`src/rtl/cacheline_adapter.sv`:
```
`timescale 1ns/1ps
`default_nettype none
// ============================================================================
//  Module      : cacheline_adapter
//  Description : Turns the data cache's single-transfer 256-bit line port
//                (dfp_*) into 4-beat 64-bit bursts on the banked memory port
//                (bmem_*). One line read or one line write is handled at a
//                time, and a one-cycle dfp_resp marks completion.
//                Optional protocol checker: define CACHELINE_ADAPTER_CHECK_EN
//                to drive the sticky err output. Without it, err is tied to 0.
//  Revision    : 1.0 - initial release
// ============================================================================
module cacheline_adapter #(
    parameter int LINE_W = 256,
    parameter int BEAT_W = 64
) (
    input  logic              clk,
    input  logic              rst,
    input  logic [31:0]       dfp_addr,
    input  logic              dfp_read,
    input  logic              dfp_write,
    input  logic [LINE_W-1:0] dfp_wdata,
    output logic [LINE_W-1:0] dfp_rdata,
    output logic              dfp_resp,
    output logic [31:0]       bmem_addr,
    output logic              bmem_read,
    output logic              bmem_write,
    output logic [BEAT_W-1:0] bmem_wdata,
    input  logic              bmem_ready,
    input  logic [31:0]       bmem_raddr,
    input  logic [BEAT_W-1:0] bmem_rdata,
    input  logic              bmem_rvalid,
    output logic              err
);

    // Beats per line. The ratio must be a power of two so that the counter
    // wraps naturally back to 0 at the end of a burst.
    localparam int BURST_LEN = LINE_W / BEAT_W;
    localparam int CNT_W     = $clog2(BURST_LEN);
    // Byte-offset bits inside a line; these are forced to 0 in the address.
    localparam int OFF_W     = $clog2(LINE_W / 8);
    localparam logic [CNT_W-1:0] c_LAST_BEAT = CNT_W'(BURST_LEN - 1);

    typedef enum logic [2:0] {
        IDLE     = 3'd0,
        RD_REQ   = 3'd1,
        RD_WAIT  = 3'd2,
        WR_BURST = 3'd3,
        DONE     = 3'd4
    } state_t;

    state_t              state_q;
    logic [CNT_W-1:0]    cnt_q;
    logic [CNT_W-1:0]    cnt_d;
    logic [31:0]         addr_q;
    logic [LINE_W-1:0]   line_q;
    logic [LINE_W-1:0]   line_asm_d;
    logic [LINE_W-1:0]   dfp_rdata_q;
    logic                dfp_resp_q;
    logic                bmem_read_q;
    logic                bmem_write_q;
    logic [BEAT_W-1:0]   bmem_wdata_q;

    assign cnt_d = cnt_q + CNT_W'(1);

    // Line buffer with the incoming read beat merged into its slot.
    always_comb begin
        line_asm_d = line_q;
        line_asm_d[BEAT_W*cnt_q +: BEAT_W] = bmem_rdata;
    end

    // Transfer FSM; every output is a register loaded for the state being entered.
    always_ff @(posedge clk) begin
        if (rst) begin
            state_q      <= IDLE;
            cnt_q        <= '0;
            addr_q       <= '0;
            line_q       <= '0;
            dfp_rdata_q  <= '0;
            dfp_resp_q   <= 1'b0;
            bmem_read_q  <= 1'b0;
            bmem_write_q <= 1'b0;
            bmem_wdata_q <= '0;
        end else begin
            case (state_q)
                IDLE: begin
                    // Write wins over read so a dirty victim leaves first.
                    if (dfp_write) begin
                        addr_q       <= {dfp_addr[31:OFF_W], OFF_W'(0)};
                        line_q       <= dfp_wdata;
                        bmem_wdata_q <= dfp_wdata[BEAT_W-1:0];
                        bmem_write_q <= 1'b1;
                        cnt_q        <= '0;
                        state_q      <= WR_BURST;
                    end else if (dfp_read) begin
                        addr_q      <= {dfp_addr[31:OFF_W], OFF_W'(0)};
                        bmem_read_q <= 1'b1;
                        state_q     <= RD_REQ;
                    end
                end
                RD_REQ: begin
                    if (bmem_ready) begin
                        bmem_read_q <= 1'b0;
                        cnt_q       <= '0;
                        state_q     <= RD_WAIT;
                    end
                end
                RD_WAIT: begin
                    if (bmem_rvalid) begin
                        line_q <= line_asm_d;
                        cnt_q  <= cnt_d;
                        if (cnt_q == c_LAST_BEAT) begin
                            dfp_rdata_q <= line_asm_d;
                            dfp_resp_q  <= 1'b1;
                            state_q     <= DONE;
                        end
                    end
                end
                WR_BURST: begin
                    // Only the first beat waits for ready; the rest stream.
                    if (bmem_ready || (cnt_q != '0)) begin
                        cnt_q <= cnt_d;
                        if (cnt_q == c_LAST_BEAT) begin
                            bmem_write_q <= 1'b0;
                            dfp_resp_q   <= 1'b1;
                            state_q      <= DONE;
                        end else begin
                            bmem_wdata_q <= line_q[BEAT_W*cnt_d +: BEAT_W];
                        end
                    end
                end
                DONE: begin
                    // Requests are still high here; they are not resampled
                    // until the FSM is back in IDLE.
                    dfp_resp_q <= 1'b0;
                    state_q    <= IDLE;
                end
                default: begin
                    state_q <= IDLE;
                end
            endcase
        end
    end

    assign dfp_rdata  = dfp_rdata_q;
    assign dfp_resp   = dfp_resp_q;
    assign bmem_addr  = addr_q;
    assign bmem_read  = bmem_read_q;
    assign bmem_write = bmem_write_q;
    assign bmem_wdata = bmem_wdata_q;

`ifdef CACHELINE_ADAPTER_CHECK_EN
    logic err_q;
    logic w_chk_both;
    logic w_chk_align;
    logic w_chk_stray;
    logic w_chk_raddr;

    assign w_chk_both  = (state_q == IDLE) && dfp_read && dfp_write;
    assign w_chk_align = (state_q == IDLE) && (dfp_read || dfp_write) &&
                         (dfp_addr[OFF_W-1:0] != '0);
    assign w_chk_stray = bmem_rvalid && (state_q != RD_WAIT);
    assign w_chk_raddr = (state_q == RD_WAIT) && bmem_rvalid && (bmem_raddr != addr_q);

    // Sticky protocol-violation flag; only reset clears it.
    always_ff @(posedge clk) begin
        if (rst) begin
            err_q <= 1'b0;
        end else if (w_chk_both || w_chk_align || w_chk_stray || w_chk_raddr) begin
            err_q <= 1'b1;
        end
    end

    assign err = err_q;
`else
    // Inputs that only the checker looks at.
    logic w_unused;
    assign w_unused = ^{bmem_raddr, dfp_addr[OFF_W-1:0]};
    assign err      = 1'b0;
`endif

endmodule
`default_nettype wire

```
`config.mk`:
```
export PLATFORM = sky130hd
export DESIGN_NAME = cacheline_adapter
export DESIGN_NICKNAME = d
export VERILOG_FILES = /design/src/rtl/cacheline_adapter.sv
export SDC_FILE = /design/constraint.sdc
export NUM_CORES = 1
export LEC_CHECK = 0
export CORE_AREA = 2 2 292 294
export DETAILED_ROUTE_END_ITERATION = 6
export DIE_AREA = 0 0 294 296
export PLACE_DENSITY = 0.56
export SYNTH_ARGS = -nofsm -noshare
export SYNTH_HDL_FRONTEND = slang
export SYNTH_SLANG_ARGS = --single-unit
```
`constraint.sdc`:
```
create_clock -name clk -period 2.9 [get_ports clk]
set_clock_uncertainty 0.15 [all_clocks]
set_input_delay 0.87 -clock clk [delete_from_list [all_inputs] [get_ports clk]]
set_output_delay 0.87 -clock clk [all_outputs]
set_load 0.01 [all_outputs]
```
# After elaboration in Yosys (flattened, before gate mapping)
# Index checks and enable logic that the tools add are counted.
# totals
out_inout_bits	356
reg_bits	616
in_bits	390
word_cells	80
# classes
n_reduce_logical	18
n_mux	34
addsub	2
shifts	3
n_eq_ne	14
# op_table
operator	n
$mux W256	2
$pmux W256 S2	1
$bwmux W256	1
$shift A64 B34 Y256 const A	1
$shiftx A256 B9 Y64	1
$shiftx A64 B34 Y256	1
$mux W64	3
$pmux W64 S2	1
$mux W32	2
$neg A8 Y34	1
$mux W3	6
$ne A2 B2 Y1 const B	8
$reduce_and A4 Y1	4
$pmux W3 S4	1
$reduce_bool A2 Y1	5
$mux W1	9
$reduce_and A3 Y1	3
$mux W2	4
$pmux W2 S4	1
$eq A3 B2 Y1 const B	2
$reduce_and A5 Y1	1
$pmux W1 S2	2
$reduce_bool A4 Y1	1
$eq A3 B1 Y1 const B	1
9 further kinds	9

# Depth between registers and ports, before layout
# Gate-level depths: netlist of the first run.
# depth
ltp_word	5
mapped_depth	10
depth_no_buf	6

# Worst setup path after synthesis of the first run
# No wires, ideal clock.
# synth_path
path_kind	reg-to-reg
start	register cnt_q[0]
end	register bmem_wdata_q[14], in the netlist bmem_wdata[14]
path_slack_ns	0.295
setup_time_ns	0.122
arrival_time_ns	2.333
period_less_slack_ns	2.605
path_stages_with_launch	10
path_buffers	4
path_cell_list	dfxtp_1 > buf_2 > buf_6 > inv_1 > ha_1 > buf_4 > clkbuf_1 > mux4_2 > nor2b_1 > a221o_1
# synth_between
elab_chain_cells	5
word_cells_on_any_way	11
# synth_rtl
item	line	rtl
start: declaration	53	logic [CNT_W-1:0] cnt_q;
start signal: assignment	111	cnt_q <= cnt_d;
start signal: assignment	122	cnt_q <= cnt_d;
$add A2 B1 Y2	64	assign cnt_d = cnt_q + CNT_W'(1);
$shiftx A256 B9 Y64	128	bmem_wdata_q <= line_q[BEAT_W*cnt_d +: BEAT_W];
$mux W64	123	if (cnt_q == c_LAST_BEAT) begin
$mux W64	121	if (bmem_ready || (cnt_q != '0)) begin
$pmux W64 S2	85	case (state_q)
end signal: assignment	91	bmem_wdata_q <= dfp_wdata[BEAT_W-1:0];
end signal: assignment	128	
end: declaration	62	logic [BEAT_W-1:0] bmem_wdata_q;
# Parallel ways exist; a longest one is shown, timed or not. The select of a mux whose other input is x is not followed.
# A chain may end at the register's enable or synchronous reset.

# Worst setup path after layout of the first run
# layout_path
start	register dfp_rdata_q[64], in the netlist dfp_rdata[64]
end	output port dfp_rdata[64]
# layout_rtl
item	line	rtl
start: declaration	58	logic [LINE_W-1:0] dfp_rdata_q;
start signal: assignment	113	dfp_rdata_q <= line_asm_d;
end: declaration	23	output logic [LINE_W-1:0] dfp_rdata,
# No word-level cell between the ends.

==> results by group, run 1 <==
Yosys
  • Simple logic cell fraction of the synthesized area: 13.81%
  • Netlist Area Pre-Place: 0.02851 mm^2
  • Post-synthesis sequential area ratio: 42.90%
  • XOR/XNOR Fraction of Synth Area: 0%
  • Area contributors post-synth: dfxtp_1 (43%), a211oi_2 (9.9%), a21oi_1 (7.3%)
  • Largest family of logic cells by synthesized area: compound AO/OA/AOI/OAI gates
  • Post-synth EDFFs: 0
  • Synth warn: 0
  • Yosys top cell area share: 42.90%
  • Syn_area_per_cell: 9.333 um^2
  • Synth area leader: dfxtp_1
  • Mux share of post-synthesis cell area: 5.170%
  • Asr flop ratio synth: 0%
  • Synth Instances: 3055
  • Synth Area in Compound Gates: 32.12%
  • Top FF cell, synth: dfxtp_1
  • FF+latch count, synth: 611
  • Post-Synth Adder-Cell Area: 0.2633%
  • Cell variety after synth: 46

Placed design
  • Pre-CTS WS: -0.1958 ns
  • Post-placement cell count: 4686
  • Cell Area, Placed: 0.03731 mm^2
  • Port Buf Inserts: 702
  • RePlAce Congestion: 0.8909
  • Post-DP HPWL: 81910 um

Route
  • Vias: 26620
  • Routed Antenna Nets: 0
  • Post-Route WL: 117700 um
  • Drt initial violations: 1971
  • Vias per inst: 5.511
  • Routed length per placed instance: 24.38 um
  • Remaining DRCs: 0
  • Initial DRT Pass Iterations: 7

STA
  • Setup Viol. Count Final: 0
  • Tcrit/Tclk final: 94.11%
  • Max-slew headroom at the worst pin: 32.84%
  • Fmax: 0.3664 GHz
  • RSZ-0062 raised after global routing: no
  • Final Hold Viols: 0
  • Post-route worst setup slack: 0.1708 ns
  • Minimum clock period: 2.729 ns
  • Fin. max-slew vios: 0
  • Worst Tran Pin Value: 1.007 ns

Setup path
  • Cell family with most CP delay: buffers and inverters
  • Bufs and invs on worst path: 1
  • Worst Path Class, Setup: reg2out
  • Critical-path cell list: clkdlybuf4s50_1
  • Worst endpoint required time: 1.88 ns
  • CP endpoint kind: output pin
  • Data arrival time of the worst path: 1.71 ns
  • Crit path largest cell delay: 0.76 ns
  • Max FO, Critical Path: 2
  • Slowest stage cell, crit path: clkdlybuf4s50_1
  • Startpoint Class: flip-flop

CTS
  • Clock Pin Slew Worst Setup and Hold Paths: 0.06 ns
  • CTS Buffer Depth: 3
  • H-tree Lvls: 3
  • Cts repair resizes: 0
  • Total CTS buffers: 74
  • Worst-Skew Late Latency: 0.62 ns
  • TritonCTS clock tree: done
  • Cts-stage hold buffer count: 0
  • Clk sink count: 611
  • Post-CTS setup buffers: 0
  • Clock tree root driver cell: clkbuf_16

Floorplanning
  • Die footprint: 0.08702 mm^2
  • Die H: 296 um
  • FP Rows: 107
  • Starting Density: 33.86%
  • Ports: 746
  • Core area: 0.08421 mm^2
  • Die width: 294 um

Worst hold path
  • HP Class: reg2reg

Global routing
  • Vias in the first global route: 25760
  • Largest net degree at the start of global routing: 121
  • Gr ovfl total: 0
  • Initial antenna violation count: 17
  • First-pass GRT wire length: 171200 um
  • GRT Overall Usage: 25.91%

Pwr
  • Peak supply drop: 0.0005065 V
  • PwrDens: 580.3 mW/mm^2
  • Lkg Pwr: 13.73 nW

Layout
  • Most frequent cells in the layout: clkdlybuf4s50_1 (701), dfxtp_1 (610), nor2_1 (455)
  • Layout cell share with drive strength beyond 1: 15.49%
  • Syn-to-layout area delta: 39.63%
  • Fin nets: 4068
  • Post-Layout Cell Count: 4829
  • Fill cell count: 7969
  • Most common cell after layout, fill and taps aside: clkdlybuf4s50_1
  • Finished Cell Area: 0.03981 mm^2

Run status
  • Run status: finished, final reports clean

Job
  • Max-cap violations: 0
[logic make-up (layout without fill, tap and decap cells)]
kind of cell,count (synthesis),after routing
buf+inv,319,984
flops,611,611
simple gates,856,856
fa+ha+maj,6,6
compound gates,1195,1195
other cells,1,20
mux,67,67
[report_power, final]
group / switching, mW / internal [mW] / total [mW]
logic: 2.34 / 2.00 / 4.33
clock network: 3.83 / 5.63 / 9.45
registers: 0.411 / 8.91 / 9.32
total: 6.58 / 16.5 / 23.1
[cell usage after synthesis (3+ instances only)]
master / number
dfxtp_1: 611
nor2_1: 455
a21oi_1: 415
nor2b_1: 258
a211oi_2: 226
a22o_1: 192
clkbuf_1: 150
nand2_1: 123
o21ai_0: 111
a211oi_1: 95
buf_2: 85
a221o_1: 64
a22oi_1: 64
mux4_2: 64
buf_4: 30
buf_6: 27
buf_1: 21
o21ai_1: 19
ha_1: 6
inv_1: 5
or3_1: 3
[through the flow]
step	hold WS, ns	power (mW)	utilization (%)	TNS (ns)
after CTS	0.3035	23.25	47.23	0
after floorplan	0.2814	11.72	-	0
after global routing	0.3224	23.98	47.27	0
after global placement	0.2909	13.75	44.30	-12.07
final	0.3017	23.10	47.27	0
after detailed placement	0.2974	13.76	44.30	-13.36
[sequential cells by signal (all words and copies together), names as in the netlist]
| register | count |
|---|---|
| dfp_rdata | 256 |
| line_q | 256 |
| bmem_wdata | 64 |
| bmem_addr | 27 |
| state_q | 3 |
| cnt_q | 2 |
| bmem_read | 1 |
| bmem_write | 1 |
| dfp_resp | 1 |
[routing by layer]
metal / vias up / wire length [um] / track usage [%]
met2: 1120 / 54830 / 41.68
met3: 180 / 7951 / 4.062
met1: 12910 / 51410 / 35.06
met4: 6 / 3503 / 9.569
li1: 12400 / - / -
met5: - / 30 / 0
[final timing paths]
check                startpoint            end  slack [ns]  cells past startpoint
setup / recovery  dfp_rdata[64]  dfp_rdata[64]        0.17                      1
hold / removal    bmem_addr[30]  bmem_addr[30]        0.30                      2
hold reg to reg   bmem_addr[30]  bmem_addr[30]        0.30                      2
setup reg to reg       cnt_q[0]     line_q[28]        0.31                      8
[tightest hold or removal path: cells and delay by family (launching register included)]
family | cells | cell delay, ns
flops | 1 | 0.30
simple gates | 1 | 0.05
compound gates | 1 | 0.05
[cell type report]
type | count | area, um^2 | area share (%)
inverters | 5 | 18.77 | 0.04714
multi-input cells | 2130 | 14800 | 37.17
clock inverters | 24 | 275.3 | 0.6915
repair buffers | 850 | 8894 | 22.34
flip-flops and latches | 611 | 12240 | 30.74
diodes | 14 | 35.03 | 0.08800
clock buffers | 105 | 2192 | 5.506
well taps | 1090 | 1364 | 3.426
(Power assumes the default switching activity.)
==> run 2: changes to the inputs <==
--- a/config.mk
+++ b/config.mk
@@ -8,6 +8,7 @@
 export CORE_AREA = 2 2 292 294
 export DETAILED_ROUTE_END_ITERATION = 6
 export DIE_AREA = 0 0 294 296
+export HOLD_SLACK_MARGIN = 0.12
 export PLACE_DENSITY = 0.56
 export SYNTH_ARGS = -nofsm -noshare
 export SYNTH_HDL_FRONTEND = slang
==> results of run 2 <==
No change in the layout: final DEF, timing and power equal those of run 1.
